[config.mk]
export PLATFORM = sky130hd
export DESIGN_NAME = exec_datapath_mc_flat
export DESIGN_NICKNAME = d
export VERILOG_FILES = /design/src/rtl/exec_pkg.sv /design/src/rtl/exec_datapath_mc_if.sv /design/src/rtl/operand_forward_mux.sv /design/src/rtl/exec_datapath_mc.sv /design/src/flat_wrapper.sv
export SDC_FILE = /design/constraint.sdc
export NUM_CORES = 1
export LEC_CHECK = 0
export CAP_MARGIN = 20
export CELL_PAD_IN_SITES_DETAIL_PLACEMENT = 1
export CELL_PAD_IN_SITES_GLOBAL_PLACEMENT = 1
export CORE_MARGIN = 2
export CORE_UTILIZATION = 41
export CTS_CLUSTER_DIAMETER = 40
export CTS_CLUSTER_SIZE = 28
export DETAILED_ROUTE_END_ITERATION = 10
export PLACE_DENSITY = 0.84
export SLEW_MARGIN = 20
export SYNTH_ARGS = -nofsm -noshare
export SYNTH_HDL_FRONTEND = slang
export SYNTH_SLANG_ARGS = --single-unit
[constraint.sdc]
create_clock -name clk_i -period 6 [get_ports clk_i]
set_clock_uncertainty 0.1 [all_clocks]
set_input_delay 0.9 -clock clk_i [delete_from_list [all_inputs] [get_ports clk_i]]
set_output_delay 0.9 -clock clk_i [all_outputs]
set_load 0.01 [all_outputs]
[src/rtl/exec_pkg.sv]
// exec_pkg: shared types and constants for the multi-cycle execute datapath.
//   exec_op_e          - 3-bit operation code (ADD, SUB, AND, ORR, MUL, MLA)
//   exec_state_e       - datapath FSM states (IDLE, MUL, DONE)
//   status_register_t  - NZCV status register, N in the MSB
//   FLAG_N/Z/C/V       - bit positions of each flag in flags_o
package exec_pkg;

    typedef enum logic [2:0] {
        OP_ADD = 3'd0,
        OP_SUB = 3'd1,
        OP_AND = 3'd2,
        OP_ORR = 3'd3,
        OP_MUL = 3'd4,
        OP_MLA = 3'd5
    } exec_op_e;

    typedef enum logic [1:0] {
        ST_IDLE = 2'd0,
        ST_MUL  = 2'd1,
        ST_DONE = 2'd2
    } exec_state_e;

    typedef struct packed {
        logic n;
        logic z;
        logic c;
        logic v;
    } status_register_t;

    localparam int unsigned FLAG_N = 3;
    localparam int unsigned FLAG_Z = 2;
    localparam int unsigned FLAG_C = 1;
    localparam int unsigned FLAG_V = 0;

endpackage

[src/rtl/exec_datapath_mc_if.sv]
// exec_datapath_mc_if: decode-side handshake, operand/forwarding buses and
// result/status outputs of the execute datapath.
//   slave  modport - used by exec_datapath_mc
//   master modport - used by the decode stage (or a testbench)
interface exec_datapath_mc_if
    import exec_pkg::*;
#(
    parameter int unsigned WORD       = 32,
    parameter int unsigned ADDR_WIDTH = 4,
    parameter int unsigned NUM_SRC    = 3,
    parameter int unsigned NUM_FWD    = 2
) ();

    logic                          valid_i;
    logic                          ready_o;
    logic                          flush_i;
    exec_op_e                      op_i;
    logic                          update_flag_i;
    logic [NUM_SRC*ADDR_WIDTH-1:0] src_addr_i;
    logic [NUM_SRC*WORD-1:0]       src_data_i;
    logic [NUM_FWD-1:0]            fwd_we_i;
    logic [NUM_FWD*ADDR_WIDTH-1:0] fwd_addr_i;
    logic [NUM_FWD*WORD-1:0]       fwd_data_i;
    logic                          result_valid_o;
    logic [WORD-1:0]               result_o;
    logic [3:0]                    flags_o;

    modport slave (
        input  valid_i, flush_i, op_i, update_flag_i,
        input  src_addr_i, src_data_i, fwd_we_i, fwd_addr_i, fwd_data_i,
        output ready_o, result_valid_o, result_o, flags_o
    );

    modport master (
        output valid_i, flush_i, op_i, update_flag_i,
        output src_addr_i, src_data_i, fwd_we_i, fwd_addr_i, fwd_data_i,
        input  ready_o, result_valid_o, result_o, flags_o
    );

endinterface

[src/rtl/operand_forward_mux.sv]
// operand_forward_mux: resolves one source operand against NUM_FWD forwarding
// stages. The lowest-index (youngest) matching stage wins; with no match the
// register-file data passes through. Purely combinational.
//   i_src_addr / i_src_data - source register address and register-file data
//   i_fwd_we / i_fwd_addr / i_fwd_data - packed forwarding stage buses
//   o_data - resolved operand
module operand_forward_mux #(
    parameter int unsigned NUM_FWD    = 2,
    parameter int unsigned WORD       = 32,
    parameter int unsigned ADDR_WIDTH = 4
) (
    input  logic [ADDR_WIDTH-1:0]         i_src_addr,
    input  logic [WORD-1:0]               i_src_data,
    input  logic [NUM_FWD-1:0]            i_fwd_we,
    input  logic [NUM_FWD*ADDR_WIDTH-1:0] i_fwd_addr,
    input  logic [NUM_FWD*WORD-1:0]       i_fwd_data,
    output logic [WORD-1:0]               o_data
);

    // Walk oldest to youngest so the youngest match is the last assignment.
    always_comb begin
        o_data = i_src_data;
        for (int unsigned k = 0; k < NUM_FWD; k++) begin
            if (i_fwd_we[NUM_FWD-1-k] &&
                (i_fwd_addr[(NUM_FWD-1-k)*ADDR_WIDTH +: ADDR_WIDTH] == i_src_addr)) begin
                o_data = i_fwd_data[(NUM_FWD-1-k)*WORD +: WORD];
            end
        end
    end

endmodule

[src/rtl/exec_datapath_mc.sv]
// exec_datapath_mc: execute stage with operand forwarding, single-cycle ALU
// ops (ADD/SUB/AND/ORR) and an iterative MUL/MLA retiring MUL_BITS multiplier
// bits per cycle. Owns the NZCV status register.
//   clk_i   - clock
//   reset_i - asynchronous active-low reset
//   bus     - exec_datapath_mc_if.slave: valid/ready/flush handshake, op,
//             operand and forwarding buses, result pulse, result, flags
module exec_datapath_mc
    import exec_pkg::*;
#(
    parameter int unsigned WORD       = 32,
    parameter int unsigned ADDR_WIDTH = 4,
    parameter int unsigned NUM_SRC    = 3,
    parameter int unsigned NUM_FWD    = 2,
    parameter int unsigned MUL_BITS   = 2
) (
    input  logic               clk_i,
    input  logic               reset_i,
    exec_datapath_mc_if.slave  bus
);

    localparam int unsigned STEPS = WORD / MUL_BITS;
    localparam int unsigned CNT_W = (STEPS > 1) ? $clog2(STEPS) : 1;

    exec_state_e       r_state, w_state_nxt;
    status_register_t  r_flags;
    logic [WORD-1:0]   r_result, r_acc, r_mcand, r_mplier;
    logic [CNT_W-1:0]  r_cnt;
    logic              r_result_valid, r_upd;

    logic [WORD-1:0]   w_opnd [NUM_SRC];
    logic [WORD-1:0]   w_a, w_b, w_c;
    logic [WORD:0]     w_sum, w_diff;
    logic [WORD-1:0]   w_alu_res, w_pp, w_acc_nxt;
    logic              w_alu_c, w_alu_v, w_arith;
    logic              w_ready, w_accept, w_is_mul, w_last;

    for (genvar s = 0; s < NUM_SRC; s++) begin : g_src
        operand_forward_mux #(
            .NUM_FWD    (NUM_FWD),
            .WORD       (WORD),
            .ADDR_WIDTH (ADDR_WIDTH)
        ) u_fwd (
            .i_src_addr (bus.src_addr_i[s*ADDR_WIDTH +: ADDR_WIDTH]),
            .i_src_data (bus.src_data_i[s*WORD +: WORD]),
            .i_fwd_we   (bus.fwd_we_i),
            .i_fwd_addr (bus.fwd_addr_i),
            .i_fwd_data (bus.fwd_data_i),
            .o_data     (w_opnd[s])
        );
    end

    assign w_a = w_opnd[0];
    assign w_b = w_opnd[1];
    if (NUM_SRC > 2) begin : g_acc_src
        assign w_c = w_opnd[2];
    end else begin : g_no_acc_src
        assign w_c = '0;
    end

    // ALU: SUB as A + ~B + 1 so the carry out is NOT borrow.
    assign w_sum  = {1'b0, w_a} + {1'b0, w_b};
    assign w_diff = {1'b0, w_a} + {1'b0, ~w_b} + (WORD+1)'(1);

    always_comb begin
        w_alu_res = w_sum[WORD-1:0];
        w_alu_c   = w_sum[WORD];
        w_alu_v   = (w_a[WORD-1] == w_b[WORD-1]) && (w_sum[WORD-1] != w_a[WORD-1]);
        w_arith   = 1'b1;
        unique case (bus.op_i)
            OP_SUB: begin
                w_alu_res = w_diff[WORD-1:0];
                w_alu_c   = w_diff[WORD];
                w_alu_v   = (w_a[WORD-1] != w_b[WORD-1]) && (w_diff[WORD-1] != w_a[WORD-1]);
            end
            OP_AND: begin
                w_alu_res = w_a & w_b;
                w_arith   = 1'b0;
            end
            OP_ORR: begin
                w_alu_res = w_a | w_b;
                w_arith   = 1'b0;
            end
            default: ;
        endcase
    end

    // Multiplicand is pre-shifted each step, so the partial product is
    // already aligned to the current multiplier digit position.
    assign w_pp      = r_mcand * WORD'(r_mplier[MUL_BITS-1:0]);
    assign w_acc_nxt = r_acc + w_pp;
    assign w_last    = (r_cnt == CNT_W'(STEPS - 1));
    assign w_is_mul  = (bus.op_i == OP_MUL) || (bus.op_i == OP_MLA);

    always_comb begin
        w_state_nxt = r_state;
        w_ready     = 1'b0;
        w_accept    = 1'b0;
        unique case (r_state)
            ST_IDLE: begin
                w_ready  = 1'b1;
                w_accept = bus.valid_i && !bus.flush_i;
                if (w_accept && w_is_mul) w_state_nxt = ST_MUL;
            end
            ST_MUL: begin
                if (bus.flush_i)  w_state_nxt = ST_IDLE;
                else if (w_last)  w_state_nxt = ST_DONE;
            end
            ST_DONE: w_state_nxt = ST_IDLE;
            default: w_state_nxt = ST_IDLE;
        endcase
    end

    always_ff @(posedge clk_i or negedge reset_i) begin
        if (!reset_i) r_state <= ST_IDLE;
        else          r_state <= w_state_nxt;
    end

    // The multiply result and its flags are registered on the edge entering
    // DONE, so the DONE cycle is exactly the result_valid_o cycle.
    always_ff @(posedge clk_i or negedge reset_i) begin
        if (!reset_i) begin
            r_acc          <= '0;
            r_mcand        <= '0;
            r_mplier       <= '0;
            r_cnt          <= '0;
            r_upd          <= 1'b0;
            r_result       <= '0;
            r_result_valid <= 1'b0;
            r_flags        <= '0;
        end else begin
            r_result_valid <= 1'b0;
            if (w_accept) begin
                r_upd <= bus.update_flag_i;
                if (w_is_mul) begin
                    r_mcand  <= w_a;
                    r_mplier <= w_b;
                    r_acc    <= (bus.op_i == OP_MLA) ? w_c : '0;
                    r_cnt    <= '0;
                end else begin
                    r_result       <= w_alu_res;
                    r_result_valid <= 1'b1;
                    if (bus.update_flag_i) begin
                        r_flags.n <= w_alu_res[WORD-1];
                        r_flags.z <= (w_alu_res == '0);
                        if (w_arith) begin
                            r_flags.c <= w_alu_c;
                            r_flags.v <= w_alu_v;
                        end
                    end
                end
            end else if ((r_state == ST_MUL) && !bus.flush_i) begin
                r_acc    <= w_acc_nxt;
                r_mcand  <= r_mcand << MUL_BITS;
                r_mplier <= r_mplier >> MUL_BITS;
                r_cnt    <= r_cnt + 1'b1;
                if (w_last) begin
                    r_result       <= w_acc_nxt;
                    r_result_valid <= 1'b1;
                    if (r_upd) begin
                        r_flags.n <= w_acc_nxt[WORD-1];
                        r_flags.z <= (w_acc_nxt == '0);
                    end
                end
            end
        end
    end

    assign bus.ready_o        = w_ready;
    assign bus.result_valid_o = r_result_valid;
    assign bus.result_o       = r_result;
    assign bus.flags_o[FLAG_N] = r_flags.n;
    assign bus.flags_o[FLAG_Z] = r_flags.z;
    assign bus.flags_o[FLAG_C] = r_flags.c;
    assign bus.flags_o[FLAG_V] = r_flags.v;

endmodule

[src/flat_wrapper.sv]
// flat-port wrapper written by rule: the top's interface ports become plain ports
module exec_datapath_mc_flat import exec_pkg::*;
#(
    parameter int unsigned WORD       = 32,
    parameter int unsigned ADDR_WIDTH = 4,
    parameter int unsigned NUM_SRC    = 3,
    parameter int unsigned NUM_FWD    = 2,
    parameter int unsigned MUL_BITS   = 2
)
  (clk_i, reset_i, bus_valid_i, bus_flush_i, bus_op_i, bus_update_flag_i, bus_src_addr_i, bus_src_data_i, bus_fwd_we_i, bus_fwd_addr_i, bus_fwd_data_i, bus_ready_o, bus_result_valid_o, bus_result_o, bus_flags_o);
  exec_datapath_mc_if #(.WORD(WORD), .ADDR_WIDTH(ADDR_WIDTH), .NUM_SRC(NUM_SRC), .NUM_FWD(NUM_FWD)) bus_i ();
  input  logic clk_i;
  input  logic reset_i;
  input wire logic [$bits(bus_i.valid_i)-1:0] bus_valid_i;
  input wire logic [$bits(bus_i.flush_i)-1:0] bus_flush_i;
  input wire logic [$bits(bus_i.op_i)-1:0] bus_op_i;
  input wire logic [$bits(bus_i.update_flag_i)-1:0] bus_update_flag_i;
  input wire logic [$bits(bus_i.src_addr_i)-1:0] bus_src_addr_i;
  input wire logic [$bits(bus_i.src_data_i)-1:0] bus_src_data_i;
  input wire logic [$bits(bus_i.fwd_we_i)-1:0] bus_fwd_we_i;
  input wire logic [$bits(bus_i.fwd_addr_i)-1:0] bus_fwd_addr_i;
  input wire logic [$bits(bus_i.fwd_data_i)-1:0] bus_fwd_data_i;
  output wire logic [$bits(bus_i.ready_o)-1:0] bus_ready_o;
  output wire logic [$bits(bus_i.result_valid_o)-1:0] bus_result_valid_o;
  output wire logic [$bits(bus_i.result_o)-1:0] bus_result_o;
  output wire logic [$bits(bus_i.flags_o)-1:0] bus_flags_o;
  assign bus_i.valid_i = bus_valid_i;
  assign bus_i.flush_i = bus_flush_i;
  assign bus_i.op_i = bus_op_i;
  assign bus_i.update_flag_i = bus_update_flag_i;
  assign bus_i.src_addr_i = bus_src_addr_i;
  assign bus_i.src_data_i = bus_src_data_i;
  assign bus_i.fwd_we_i = bus_fwd_we_i;
  assign bus_i.fwd_addr_i = bus_fwd_addr_i;
  assign bus_i.fwd_data_i = bus_fwd_data_i;
  assign bus_ready_o = bus_i.ready_o;
  assign bus_result_valid_o = bus_i.result_valid_o;
  assign bus_result_o = bus_i.result_o;
  assign bus_flags_o = bus_i.flags_o;
  exec_datapath_mc #(.WORD(WORD), .ADDR_WIDTH(ADDR_WIDTH), .NUM_SRC(NUM_SRC), .NUM_FWD(NUM_FWD), .MUL_BITS(MUL_BITS)) u_core (.clk_i(clk_i), .reset_i(reset_i), .bus(bus_i));
endmodule
==> PnR_summary.wiki <==
{| class="wikitable"
! Metric !! Value
|-
| Vias per std cell || 6.25
|-
| Peak Freq || 0.173 GHz
|-
| Crit. Startpoint || bus_fwd_addr_i[6]
|-
| Hold Crit Class || flip-flop to flip-flop
|-
| Area of the core || roughly 40000 um2
|-
| Internal power || between 3000 and 4000 uW
|-
| Fin nets || approximately 3000
|-
| Combinational fraction of design power || 63.9%
|-
| Crit path setup slack, layout || 0.213 ns
|-
| Static leakage || 0.00979 uW
|-
| Number of buffers added on ports || 227
|-
| Nets in the synthesized netlist || 2642
|-
| Number of cells in the finished layout apart from fillers || 3235
|-
| Clock slew seen by the registers of the worst setup and hold paths || about 0.060 ns
|-
| Post-synthesis instance total || 2312
|-
| Number of endpoints with negative hold slack in the final report || 0
|-
| Async set or reset register ratio after synthesis || 100%
|-
| Number of placed I/O pins || approximately 230
|-
| Clock sink count || 140
|-
| Post-route cell area || 22200 um2
|-
| Worst min-delay path startpoint || u_core.r_mplier[5]
|-
| WP data required || approximately 6.2 ns
|-
| Number of synthesized flops with an enable pin || 0
|-
| Register area || between 3000 and 4000 um2
|-
| TNS Setup || 0 ns
|-
| Ratio of cells with drive above 1 in the final layout || 14.8%
|-
| Count of max-cap constraint violations || 0
|-
| Number of setup violations in the final report || 0
|-
| Pin count of the biggest net entering global routing || approximately 120
|-
| Area of placed instances || ~21000 um2
|-
| Latest clock arrival within the worst-skew pair || 0.45 ns
|-
| Critical Path Start Type || primary input
|-
| Post-place setup slack || -0.667 ns
|-
| Headroom to the max-slew limit || 32.4%
|-
| Wirelength per Cell || 25.2 um
|-
| Clock power frac || ~15%
|-
| Height of the die || 206 um
|-
| Power per Cell Area || approximately 330 nW/um2
|-
| CTS root buf || clkbuf_16
|-
| Sequential fraction of the synthesis area || about a fifth
|-
| Worst setup path category || primary input to flip-flop
|-
| Aggregate global routing overflow || 0
|-
| Peak VDD IR || 0.261 mV
|-
| Share of power burned in registers || a little over a fifth
|-
| Number of DRC markers after the initial detailed-route iteration || 2231
|-
| Wire length of the first global-routing pass || 124000 um
|-
| DRC || 0
|-
| Number of antenna violations at the first check in global routing || 2
|-
| Initial Util || 41.8%
|-
| Time the worst path needs with I/O delays and setup || 5.79 ns
|-
| Cell Area, Synth || around 17000 um2
|-
| Vias in the first global route || 20700
|-
| Final HPWL from detailed placement || 63700 um
|-
| Worst-margin pin slew || 1.01 ns
|-
| Startpoint of the lowest-slack register-to-register path || u_core.r_mplier[0]
|-
| Floorplan die width || approximately 210 um
|-
| Multi-input combinational cell area || between 10000 and 15000 um2
|-
| Final weighted congestion of routability-driven global placement || 1.02
|-
| Status || complete, no violations
|-
| Die outline area || 42300 um2
|-
| Switching power || about 3600 uW
|-
| Worst Setup End Kind || flip-flop
|-
| Gr usage total || 38.3%
|-
| Worst hold margin || 0.383 ns
|-
| Distinct cells, synth || 96
|-
| CTS Hold Buffers Added || 0
|-
| Post-route antenna net violation count || 0
|-
| Total number of vias || 20200
|-
| Total number of H-tree levels || 4
|-
| Filler instances || 4940
|-
| Area delta synth->final || 33.0%
|-
| Number of buffers inserted during clock tree synthesis || 17
|-
| Pre-Repair DR Iteration Count || 5
|-
| Total wire length after detailed routing || 81400 um
|-
| Syn Area/Cell || 7.21 um2
|-
| Cell count after placement || 3192
|-
| Slew Viols, Final || 0
|-
| Synth Register Bits || 140
|-
| Most instantiated flip-flop cell in the synthesis netlist || dfrtp_1
|-
| Sw Share || 48.3%
|-
| Rows || 73
|-
| Post-route clock period utilization || 96.5%
|-
| Worst EP arrival || 6.02 ns
|-
| Worst-path maximum fanout || 4
|-
| Synth warnings || 0
|-
| Number of buffers between clock root and the deepest sink || 2
|-
| Clock tree from TritonCTS || built
|}
==> cells in the final DEF (no fill, tap or decap), drive strengths merged, types with 17 or more instances in the layout <==
master | netlist | routed
o21bai | 21 | 21
a31oi | 36 | 36
o21ai | 222 | 222
clkdlybuf4s50 | 0 | 225
nand2b | 25 | 25
mux2i | 91 | 91
xor2 | 30 | 30
a21o | 32 | 32
xnor2 | 44 | 44
fa | 32 | 32
o22ai | 18 | 18
a21oi | 232 | 232
nor3 | 45 | 45
and3 | 19 | 19
dfrtp | 140 | 140
ha | 108 | 108
a211oi | 41 | 41
nor2 | 217 | 217
inv | 194 | 197
nand2 | 298 | 298
nand3 | 56 | 56
o211ai | 19 | 19
buf | 28 | 269
clkbuf | 101 | 17
==> per-layer routing <==
layer	vias to the layer above	global-route usage, %	part of all wire (%)
li1	8948	-	-
met1	10100	53.5	44
met2	1021	59.7	44
met3	174	6.67	8.6
met4	2	12.3	3.0
met5	-	0	0.011
==> synthesized netlist by cell type, drive strengths merged (5+ instances only) <==
library cell | count | share of area, %
a221oi | 16 | 0.88
o21ai | 222 | 6.7
nand2b | 25 | 0.94
inv | 194 | 4.4
a21boi | 16 | 0.72
or2 | 9 | 0.34
o221ai | 8 | 0.42
a2111oi | 7 | 0.37
nand3b | 7 | 0.32
ha | 108 | 8.1
a211o | 11 | 0.58
and2 | 16 | 0.60
a32o | 6 | 0.36
a221o | 5 | 0.30
a31oi | 36 | 1.6
nor2b | 11 | 0.41
a31o | 7 | 0.37
and3 | 19 | 0.74
xnor2 | 44 | 2.3
mux2i | 91 | 5.5
clkbuf | 101 | 2.3
o31ai | 9 | 0.41
or3 | 16 | 0.60
nand3 | 56 | 1.7
dfrtp | 140 | 21
a21o | 32 | 1.4
o31a | 7 | 0.37
nor2 | 217 | 4.9
buf | 28 | 0.83
nand4 | 14 | 0.53
o21bai | 21 | 0.95
nor3 | 45 | 1.4
nand2 | 298 | 6.7
a211oi | 41 | 1.9
nor4b | 5 | 0.30
xor2 | 30 | 1.6
a21oi | 232 | 7.0
o21a | 13 | 0.59
nor4 | 14 | 0.56
o22ai | 18 | 0.68
o211ai | 19 | 0.86
fa | 32 | 3.8
or4 | 7 | 0.34
==> registers in the layout, indices dropped and copies added, names as in the netlist <==
| signal | count |
|---|---|
| u_core.r_cnt | 4 |
| u_core.r_acc | 32 |
| u_core.r_mcand | 32 |
| u_core.r_state | 2 |
| u_core.r_upd | 1 |
| u_core.r_mplier | 32 |
| u_core.bus.result_valid_o | 1 |
| u_core.bus.result_o | 32 |
| u_core.bus.flags_o | 4 |
==> path summary, 6_finish.rpt <==
kind                                             endpoint  slack (ns)  cells after the start
worst min-delay path                   u_core.r_mplier[5]        0.38                      2
min in group asynchronous          u_core.bus.result_o[3]        0.45                      1
worst min register to register         u_core.r_mplier[5]        0.38                      2
worst max-delay path              u_core.bus.result_o[30]        0.21                     24
max in group asynchronous       u_core.bus.result_valid_o        4.16                      2
worst max register to register      u_core.bus.flags_o[2]        0.30                     18
==> power groups by stage <==
stage,Combinational [uW],Sequential [uW],Clock (uW)
6_report,4750,1560,1120
5_1_grt,5130,1590,1160
4_1_cts,4550,1550,1120
3_5_place_dp,4410,1560,0
3_3_place_gp,4200,1540,0
2_1_floorplan,2630,1520,0
==> critical path, cell delays in order <==
cell	delay (ns)
clkdlybuf4s50_1	0.46
xor2_1	0.21
or3_4	0.37
nor2_4	0.25
mux2i_1	0.22
nor2_1	0.07
a21oi_2	0.24
ha_1	0.32
ha_1	0.22
o211ai_1	0.21
buf_4	0.18
a211oi_4	0.06
nor2_2	0.20
o21ai_2	0.11
o211a_1	0.24
nor3_1	0.18
buf_4	0.17
a21boi_1	0.12
o311ai_1	0.44
a31o_1	0.24
mux2i_2	0.10
o31ai_1	0.26
buf_4	0.16
o21ai_1	0.05
==> stage by stage <==
stage,util (%),power (uW)
after floorplan,-,4150
after global placement,52.9,5740
after detailed placement,52.9,5970
after CTS,54.5,7220
after global routing,55.6,7880
final,55.6,7430
==> cell families (layout without fill, tap and decap cells) <==
family	Yosys count	after routing	synth area share [%]
AO/OA/AOI/OAI	765	765	28.7
XOR/XNOR	74	74	3.89
adder cells (fa/ha/maj)	140	140	11.9
buffers and inverters	323	720	7.48
flip-flops	140	140	21.0
multiplexers	95	95	5.73
other	0	1	0
AND/OR/NAND/NOR	775	775	21.2
==> timing repair <==
| action | CTS | global route |
|---|---|---|
| endpoints found under the hold margin | 0 | 0 |
| setup buffers | 0 | 9 |
| setup endpoints to repair | 3 | 16 |
| pin swaps | 1 | 17 |
| resized for setup | 9 | 74 |
==> layout make-up <==
class | instances | share of cell area (%)
diodes | 1 | 0.0113
clock buffers | 17 | 1.92
clock inverters | 15 | 0.852
inverters | 194 | 3.28
multi-input cells | 1849 | 55.6
flip-flops and latches | 140 | 15.8
well taps | 525 | 2.96
repair buffers | 494 | 19.6
No activity file was read; power rests on OpenSTA's default activity.
